--- src/rtl/tmds_pkg.sv ---
// Shared TMDS definitions: control-period symbols, disparity type and a byte popcount.
package tmds_pkg;

    localparam logic [9:0] CTRL_00 = 10'b1101010100;
    localparam logic [9:0] CTRL_01 = 10'b0010101011;
    localparam logic [9:0] CTRL_10 = 10'b0101010100;
    localparam logic [9:0] CTRL_11 = 10'b1010101011;

    typedef logic signed [4:0] tmds_disp_t;

    function automatic logic [3:0] popcount8(input logic [7:0] v);
        logic [3:0] n;
        n = 4'd0;
        for (int i = 0; i < 8; i++) begin
            n = n + {3'b000, v[i]};
        end
        return n;
    endfunction

endpackage

--- src/rtl/tmds_qm_stage.sv ---
// Transition-minimising stage: chains XOR or XNOR across the byte, q_m[8] flags which was used.
module tmds_qm_stage
    import tmds_pkg::*;
(
    input  logic [7:0] d_in,
    output logic [8:0] q_m
);

    logic [3:0] n1;
    logic       use_xnor;

    always_comb begin
        n1       = popcount8(d_in);
        use_xnor = (n1 > 4'd4) || ((n1 == 4'd4) && !d_in[0]);
        q_m      = 9'd0;
        q_m[0]   = d_in[0];
        for (int i = 1; i < 8; i++) begin
            q_m[i] = use_xnor ? ~(q_m[i-1] ^ d_in[i]) : (q_m[i-1] ^ d_in[i]);
        end
        q_m[8] = !use_xnor;
    end

endmodule

--- src/rtl/dvi_tmds_encoder.sv ---
// One TMDS channel: q_m stage, running-disparity balancing and control symbols, one register stage.
module dvi_tmds_encoder
    import tmds_pkg::*;
(
    input  logic       clk,
    input  logic       rst,
    input  logic       data_enable,
    input  logic       C0,
    input  logic       C1,
    input  logic [7:0] d_in,
    output logic [9:0] q_out
);

    logic [8:0] q_m;
    logic [3:0] n1_qm;
    logic [4:0] n1_x2;
    tmds_disp_t disp_qm;
    tmds_disp_t cnt_q, cnt_d;
    logic [9:0] q_out_q, q_out_d;
    logic       cnt_pos, cnt_neg, disp_pos, disp_neg;

    tmds_qm_stage u_qm_stage (
        .d_in (d_in),
        .q_m  (q_m)
    );

    // disp_qm = N1 - N0 = 2*N1 - 8, always within +/-8
    always_comb begin
        n1_qm   = popcount8(q_m[7:0]);
        n1_x2   = {n1_qm, 1'b0};
        disp_qm = tmds_disp_t'(n1_x2 - 5'd8);
    end

    always_comb begin
        cnt_neg  = cnt_q[4];
        cnt_pos  = !cnt_q[4] && (cnt_q != 5'sd0);
        disp_neg = disp_qm[4];
        disp_pos = !disp_qm[4] && (disp_qm != 5'sd0);
        q_out_d  = q_out_q;
        cnt_d    = cnt_q;

        if (!data_enable) begin
            cnt_d = 5'sd0;
            unique case ({C1, C0})
                2'b00:   q_out_d = CTRL_00;
                2'b01:   q_out_d = CTRL_01;
                2'b10:   q_out_d = CTRL_10;
                default: q_out_d = CTRL_11;
            endcase
        end else if ((cnt_q == 5'sd0) || (disp_qm == 5'sd0)) begin
            q_out_d = {~q_m[8], q_m[8], (q_m[8] ? q_m[7:0] : ~q_m[7:0])};
            cnt_d   = q_m[8] ? (cnt_q + disp_qm) : (cnt_q - disp_qm);
        end else if ((cnt_pos && disp_pos) || (cnt_neg && disp_neg)) begin
            q_out_d = {1'b1, q_m[8], ~q_m[7:0]};
            cnt_d   = cnt_q + tmds_disp_t'({3'b000, q_m[8], 1'b0}) - disp_qm;
        end else begin
            q_out_d = {1'b0, q_m[8], q_m[7:0]};
            cnt_d   = cnt_q + disp_qm - tmds_disp_t'({3'b000, ~q_m[8], 1'b0});
        end
    end

    always_ff @(posedge clk) begin
        if (rst) begin
            q_out_q <= 10'd0;
            cnt_q   <= 5'sd0;
        end else begin
            q_out_q <= q_out_d;
            cnt_q   <= cnt_d;
        end
    end

    assign q_out = q_out_q;

endmodule

--- config.mk ---
export PLATFORM = sky130hd
export DESIGN_NAME = dvi_tmds_encoder
export DESIGN_NICKNAME = d
export VERILOG_FILES = /design/src/rtl/tmds_pkg.sv /design/src/rtl/tmds_qm_stage.sv /design/src/rtl/dvi_tmds_encoder.sv
export SDC_FILE = /design/constraint.sdc
export NUM_CORES = 1
export LEC_CHECK = 0
export ABC_AREA = 1
export CORE_AREA = 10 10 70 86
export DETAILED_ROUTE_END_ITERATION = 6
export DIE_AREA = 0 0 80 96
export GPL_TIMING_DRIVEN = 0
export PLACE_DENSITY = 0.74
export SLEW_MARGIN = 30
export SYNTH_ARGS = -nofsm -noshare
export SYNTH_HDL_FRONTEND = slang
export SYNTH_HIERARCHICAL = 1
export SYNTH_SLANG_ARGS = --single-unit
export TNS_END_PERCENT = 100
--- constraint.sdc ---
create_clock -name clk -period 9.2 [get_ports clk]
set_clock_uncertainty 0.05 [all_clocks]
set_input_delay 1.84 -clock clk [delete_from_list [all_inputs] [get_ports clk]]
set_output_delay 1.84 -clock clk [all_outputs]
set_load 0.005 [all_outputs]
* Word-level counts from Yosys, hierarchy flattened
Index checks and enable logic that the tools add are counted.
** Word-level totals
- Register bits after elaboration :: 15
- Latch bits :: 0
- Bits in writable memories :: 0
- Bits in read-only memories :: 0
- Input bits :: 13
- Word-level logic and storage cells :: 75
- Memories kept :: 0
** Operators by class
- $add $sub $neg :: 20
- Multiply operators :: 0
- Divide/modulo/power cells :: 0
- Magnitude comparators :: 1
- Eq/ne operators :: 3
- Shift operators :: 0
- Muxes and demuxes :: 15
- Bitwise operators :: 16
- Reduce and logical (&&, ||, !) cells :: 18
** Operators by type and width (count)
- $add 4x1->4 :: 10
- $mux 10 :: 3
- $pmux 10 s3 :: 1
- $mux 5 :: 3
- $logic_not 5->1 :: 2
- $reduce_bool 5->1 :: 2
- $sub 5x5->5 :: 2
- $mux 8 :: 1
- $not 1->1 :: 8
- $not 8->8 :: 1
- $mux 1 :: 7
- $xor 1x1->1 :: 7
- $add 5x3->5 :: 1
- $add 5x5->5 :: 1
- $logic_and 1x1->1 :: 5
- $sub 5x3->5 :: 1
- $sub 5x4->5 const B :: 1
- $add 1x1->2 :: 2
- $add 3x1->4 :: 1
- $eq 4x3->1 const B :: 1
- $gt 4x3->1 const B :: 1
- $logic_not 1->1 :: 4
- $add 2x1->3 :: 1
- $logic_or 1x1->1 :: 3
- 4 further kinds :: 4

* Longest topological paths before layout
- Depth after elaboration :: 38
- Depth in mapped cells :: 35
- Depth with buffers taken out :: 35

* Hierarchy
Netlist, hierarchy kept.
** Modules (own cells, without submodules)
- dvi_tmds_encoder :: instances 1, cells each 191, area an instance 1458.9 sq um, sequential area each 280.3 sq um
- tmds_qm_stage :: instances 1, cells each 60, area an instance 435.4 sq um, sequential area each 0.0 sq um

* Least setup slack after synthesis
OpenSTA, ideal clock, no wires.
- Path type :: input to register
- Start :: input port d_in[0]
- End :: register cnt_q[4]
- Library setup time :: 0.111 ns
- Arrival time :: 7.991 ns
- Required time :: 9.039 ns
- Setup slack :: 1.048 ns
- Cell stages on the path :: 28
- Buffers on the path :: 0
- Cell sequence :: inv_2 -> fa_1 -> fa_1 -> fa_1 -> inv_1 -> ha_1 -> fa_1 -> nor2_1 -> nand2_1 -> a21oi_4 -> xor2_1 -> inv_1 -> fa_1 -> fa_1 -> fa_1 -> inv_1 -> ha_1 -> a21o_2 -> xor2_1 -> ha_1 -> ha_1 -> xnor2_1 -> o21bai_1 -> nand2_1 -> nand2_1 -> nand2_1 -> nor2_1 -> nor2_1
** RTL lines
- from (decl) :: line dvi_tmds_encoder.sv:10 : input logic [7:0] d_in,
- parallel branches: the longest is 9 deep, another holds $add 4x1->4
- $logic_or 1x1->1 (*) :: line tmds_qm_stage.sv:14 : use_xnor = (n1 > 4'd4) || ((n1 == 4'd4) && !d_in[0]);
- $logic_not 1->1 (*) :: line tmds_qm_stage.sv:20 : q_m[8] = !use_xnor;
- named net q_m[8] :: line dvi_tmds_encoder.sv:14 : logic [8:0] q_m;
- $add 5x3->5 (*) :: line dvi_tmds_encoder.sv:55 : cnt_d = cnt_q + tmds_disp_t'({3'b000, q_m[8], 1'b0}) - disp_qm;
- $sub 5x5->5 (*) :: line dvi_tmds_encoder.sv:55
- $mux 5 (*) :: line dvi_tmds_encoder.sv:53 : end else if ((cnt_pos && disp_pos) || (cnt_neg && disp_neg)) begin
- $mux 5 (*) :: line dvi_tmds_encoder.sv:50 : end else if ((cnt_q == 5'sd0) || (disp_qm == 5'sd0)) begin
- to (signal assigned) :: line dvi_tmds_encoder.sv:68 : cnt_q <= cnt_d;
- to (decl) :: line dvi_tmds_encoder.sv:18 : tmds_disp_t cnt_q, cnt_d;
Mark *: on every way through the listed nets, which the timed path passes.
A chain may end at the register's enable or synchronous reset.

* Worst setup path after layout
Ends and elaborated chain as after synthesis.

==> flow_summary.json <==
{
  "status": "completed",
  "cp.required_ns": 9.28,
  "end_kind": "flip-flop",
  "htree_levels": 1,
  "clock-sinks": 14,
  "dpl_cell_area_um2": 2190,
  "min_path_type": "flip-flop to flip-flop",
  "worst_slew_pin_slew_ns": 0.455,
  "layout_commonest_cell": "inv_1",
  "r2r_end": "cnt_q[3]$_SDFF_PP0_",
  "ys.flop_type": "dfxtp_1",
  "finish.utilization_pct": 51.6,
  "hpwl_um": 3410,
  "drt-pass1-iter-count": 4,
  "dieHeight_um": 96,
  "ys_seq_area_share_pct": 14.8,
  "drt_iter0_markers": 77,
  "crit_type": "input pin to flip-flop",
  "stdcell_area_um2": 2270,
  "synth-edff-count": 0,
  "r2r_slack_ns": 7.05,
  "ios": 23,
  "critical-path-top-delay-family": "adder cells",
  "dieArea_um2": 7680,
  "synth_cell_type_count": 29,
  "coreArea_um2": 4390,
  "clk_latency_ns": 0.23,
  "portBuffers": 22,
  "first_global_vias": 1669,
  "routed_via_density": 4.75,
  "final.min_clock_period_ns": 8.76,
  "clockBufferDepth": 2,
  "cts_root_buf": "clkbuf_8",
  "regToRegStartpoint": "cnt_q[1]$_SDFF_PP0_",
  "synth-xor-area-share_pct": 4.62,
  "cts_inserted_buffers": 3,
  "synth-simple-area-share_pct": 30.6,
  "maxSlewHeadroom_pct": 69.3,
  "area.growth.synth_to_final_pct": 19.6,
  "cts_tree": "built",
  "worst_slack_ns": 0.436,
  "route.antenna.remaining_nets": 0,
  "arrival_ns": 8.85,
  "layout_common_cells": "inv_1 (50), nand2_1 (45), ha_1 (25)",
  "crit_path_max_incr_delay_ns": 0.55,
  "dieWidth_um": 80,
  "netlist_area_um2": 1890,
  "grt-ovfl-total": 0,
  "synthArstFlopShare_pct": 0,
  "reg2regPathDepth": 8,
  "grt_util_all_layers_pct": 10.9,
  "synth_fa_ha_area_share_pct": 29.2,
  "ys_ff_latch": 14,
  "pre_cts_slack_ns": -0.135,
  "synth_top_family_by_area": "simple AND/OR/NAND/NOR gates",
  "start_util_pct": 43.1,
  "setup_viol_count_final": 0,
  "maxCapViolations": 0,
  "cp_common_cell": "fa_1",
  "fmax_mhz": 114,
  "grt_max_degree": 11,
  "crit_fanout": 6,
  "hp-start": "cnt_q[4]$_SDFF_PP0_",
  "slew_viol_final": 0,
  "drc_errors": 0,
  "n_fill_cell": 444,
  "clk_pin_slew_ns": 0.05,
  "finalCritPeriodShare_pct": 95.3,
  "cp.buffers_inverters": 6,
  "ys.warnings.count": 6,
  "nNetsFinal": 332,
  "holdPathEnd": "cnt_q[2]$_SDFF_PP0_",
  "synth_cells": 251,
  "min_delay_path_depth": 5,
  "layout-drive-gt1-share_pct": 15.0,
  "rows": 27,
  "grt_pass1_wl_um": 7030,
  "setup.worst_path.start_class": "input pin",
  "dr_total_vias": 1605,
  "hold_viol_final": 0,
  "syn-mean-instance-area_um2": 7.55,
  "finalWirelength_um": 3950,
  "antenna_found_initial": 0,
  "syn_nets": 301,
  "post_drt_wl_per_cell_um": 11.7,
  "synth_compound_area_share_pct": 8.72,
  "gp_congestion": 0.903,
  "synthMuxAreaShare_pct": 0,
  "diodes": 0,
  "cp_slowest_cell": "fa_1"
}
-- cell usage after synthesis, types with 3 or more instances --
| library cell | count | area share [%] |
|---|---|---|
| ha_1 | 25 | 17 |
| nand2_1 | 45 | 8.9 |
| nand3_2 | 5 | 2.6 |
| inv_2 | 5 | 0.99 |
| nand3_1 | 22 | 5.8 |
| o21ai_0 | 5 | 1.3 |
| nand2_2 | 8 | 2.6 |
| a21oi_1 | 13 | 3.4 |
| nand2_4 | 8 | 4.8 |
| fa_1 | 12 | 13 |
| xor2_1 | 9 | 4.2 |
| dfxtp_1 | 14 | 15 |
| inv_1 | 50 | 9.9 |
| o21ai_1 | 3 | 0.79 |
| nor2_1 | 11 | 2.2 |
-- layer usage --
metal / global-route usage, % / up-vias / share of wire [%]
li1: - / 835 / -
met1: 11.9 / 741 / 42
met2: 21.0 / 23 / 55
met3: 2.05 / 6 / 2.4
met4: 2.21 / 0 / 0.86
met5: 0 / - / 0
-- through the flow --
step	TNS (ns)	instances	hold WS, ns
after detailed placement	-0.326	331	0.769
after floorplan	0	251	0.665
final	0	338	0.777
after global placement	-0.0331	331	0.737
after CTS	0	334	0.781
after global routing	-0.00285	338	0.853
-- sequential cells by signal, summed over array words and instances, names as in the netlist --
signal  count
q_out      10
cnt_q       4
-- tightest hold or removal path, stage by stage (launching register included) --
cell     delay, ns
dfxtp_1       0.36
nor2_1        0.08
nand3_1       0.09
nand2_2       0.10
nand2_1       0.08
a31oi_1       0.08
-- worst max path at each step --
stage | from | to | slack, ns | cells past startpoint
detailed placement | d_in[0] | cnt_q[4]$_SDFF_PP0_ | -0.14 | 29
floorplan | d_in[0] | cnt_q[4]$_SDFF_PP0_ | 1.05 | 28
CTS | d_in[0] | cnt_q[4]$_SDFF_PP0_ | 0.08 | 29
global placement | d_in[0] | cnt_q[4]$_SDFF_PP0_ | -0.03 | 29
global route | d_in[0] | cnt_q[4]$_SDFF_PP0_ | -0.003 | 29
finish | d_in[0] | cnt_q[4]$_SDFF_PP0_ | 0.44 | 30
-- cells by family after synthesis --
group	count (synthesis)
and+or+nand+nor	105
xor gates and xnor gates	10
adders and majority gates	37
buffers and inverters	57
DFF	14
AOI/OAI and AO/OA	28
-- final cells by class --
type                            instances  area (µm²)  area share (%)
Multi-Input combinational cell        180        1390            61.5
Timing Repair Buffer                   26         250            11.0
Tap cell                               58        72.6            3.20
Sequential cell                        14         280            12.4
Clock buffer                            3        41.3            1.82
Buffer                                  2        22.5           0.994
Inverter                               55         206            9.11
-- what timing repair did --
item                                   CTS  global route
resized for setup                        0             1
buffers inserted                         0             4
hold buffers                             0             0
setup endpoints to repair                0             7
endpoints found under the hold margin    0             0
Power is left out: the tool's default activity adds up to more than one toggle a clock period on the data nets, which glitch-free logic cannot reach.
==> variant, RTL diff (same flow settings) <==
Put one more register stage on the output `q_out`, cleared by the reset. The value now appears one clock later.
--- a/src/rtl/dvi_tmds_encoder.sv
+++ b/src/rtl/dvi_tmds_encoder.sv
@@ -69,7 +69,13 @@
         end
     end
 
-    assign q_out = q_out_q;
+    always_ff @(posedge clk) begin
+        if (rst) begin
+            q_out <= '0;
+        end else begin
+            q_out <= q_out_q;
+        end
+    end
 
 endmodule
 
Function: changed (Yosys sat finds a counterexample within 4 cycles, from zero or initial values and one cycle with rst high).
==> variant against the unedited design <==
Die area stayed put. Worst setup slack better by 50 ps. Final area rose by 12%. Via count rose by 6.0%. Largest cell class unchanged. Area after synthesis up 14%. Wire length down 3.2%. Global-route usage fell by 0.28 points. First-iteration DRC count fell by 52%. Sequential cell count increased by 10.
Power is left out: the tool's default activity adds up to more than one toggle a clock period on the data nets, which glitch-free logic cannot reach.
==> variant: results (changes against the unedited design) <==
| Metric | Value |
|---|---|
| Status | complete, no violations |
| WL final | 3820 um (-3.2%) |
| Post-synthesis adder-cell area fraction | 25.6% (-3.6 points) |
| First-pass GRT wire length | 6780 um (-3.5%) |
| Slew at the pin closest to its max-slew limit | 490 ps (+35.2 ps) |
| GRT Total Usage | 10.6% (-0.28 points) |
| Fraction of layout cells with a size suffix above 1 | 13.4% (-1.6 points) |
| Synth Area in Compound Gates | 8.16% (-0.56 points) |
| Clock transition at the registers of the reported paths | 80 ps (+30 ps) |
| Post-detail-place hpwl | 3340 um (-2.2%) |
| Synth async-reset ratio | 0% (unchanged) |
| Arr. time, crit path | 8830 ps (-20 ps) |
| Vias in the first global route | 1,633 (-2.2%) |
| Vias per std cell | 4.58 (-3.4%) |
| Synth top area cells | dfxtp_1 (22%), ha_1 (14%), fa_1 (11%) |
| DRT iter0 DRCs | 37 (-52%) |
| Dpl cells | 363 (+9.7%) |
| Max FO, Critical Path | 7 (+1) |
| Post-route insts no fill | 371 (+9.8%) |
| CTS H-tree depth | 1 (unchanged) |
| GP Congestion | 0.864 (-4.3%) |
| Clock latency on the worst-skew pair | 260 ps (+30 ps) |
| Largest net degree at the start of global routing | 14 (+3) |
| Port Buffers | 21 (-4.5%) |
| Top post-synthesis cells by count | inv_1 (62), nand2_1 (45), ha_1 (25) |
| Synth Area in XOR/XNOR | 3.64% (-0.98 points) |
| Placement Setup Slack | -64.9 ps (+70.6 ps) |
| Seq/Total Area, Yosys | 22.2% (+7.4 points) |
| Synthesized area per cell | 7.62 um^2 (+0.93%) |
| Hold Crit Depth | 2 (-3) |
| Syn_nets | 334 (+11%) |
## variant: tightest hold or removal path: cells and delay by family, from the launching register on
family / cells / cell delay, ps
flip-flops: 1 / 300
AND/OR/NAND/NOR: 1 / 30
buffers and inverters: 1 / 40
## variant: per-stage QoR
step	instance area, um^2	hold slack [ps]	utilization (%)
final	2540	351	57.8
after CTS	2500	353	57.0
after global routing	2540	362	57.8
after global placement	2450	339	55.7
after detailed placement	2450	342	55.7
after floorplan	2160	338	-
## variant: area by class of cell
class                      instances  area [um^2]
fill                             418         1850
tap                               58         72.6
clock buffer                       4         55.1
timing repair buffer              25          240
sequential                        24          480
multi-input combinational        189         1410
buffer                             4         30.0
inverter                          67          251
## variant: cells by family (layout without fill, tap and decap cells)
family / after synthesis / count (layout)
and+or+nand+nor: 113 / 113
buffers and inverters: 71 / 100
adders and majority gates: 37 / 37
AOI/OAI and AO/OA: 30 / 30
DFF: 24 / 24
xor gates and xnor gates: 9 / 9
## variant: timing repair
action | in CTS | in global routing
endpoints found under the setup margin | 0 | 7
endpoints found under the hold margin | 0 | 0
resized for setup | 0 | 1
setup buffers | 0 | 4
## variant: worst paths after layout
| check | start | end | slack, ps |
|---|---|---|---|
| setup reg to reg | cnt_q[1]$_SDFF_PP0_ | cnt_q[3]$_SDFF_PP0_ | 7090 |
| setup / recovery | d_in[0] | cnt_q[4]$_SDFF_PP0_ | 490 |
| hold reg to reg | q_out_q[5]$_SDFF_PP0_ | q_out[5]$_SDFF_PP0_ | 350 |
| hold / removal | q_out_q[5]$_SDFF_PP0_ | q_out[5]$_SDFF_PP0_ | 350 |
## variant: per-layer routing
layer  track usage (%)  vias to the layer above  part of all wire [%]
li1                  -                      924                     -
met1              11.9                      746                    43
met2              19.7                       27                    51
met3              1.77                        4                   5.0
met4              3.53                        0                   1.1
met5                 0                        -                     0
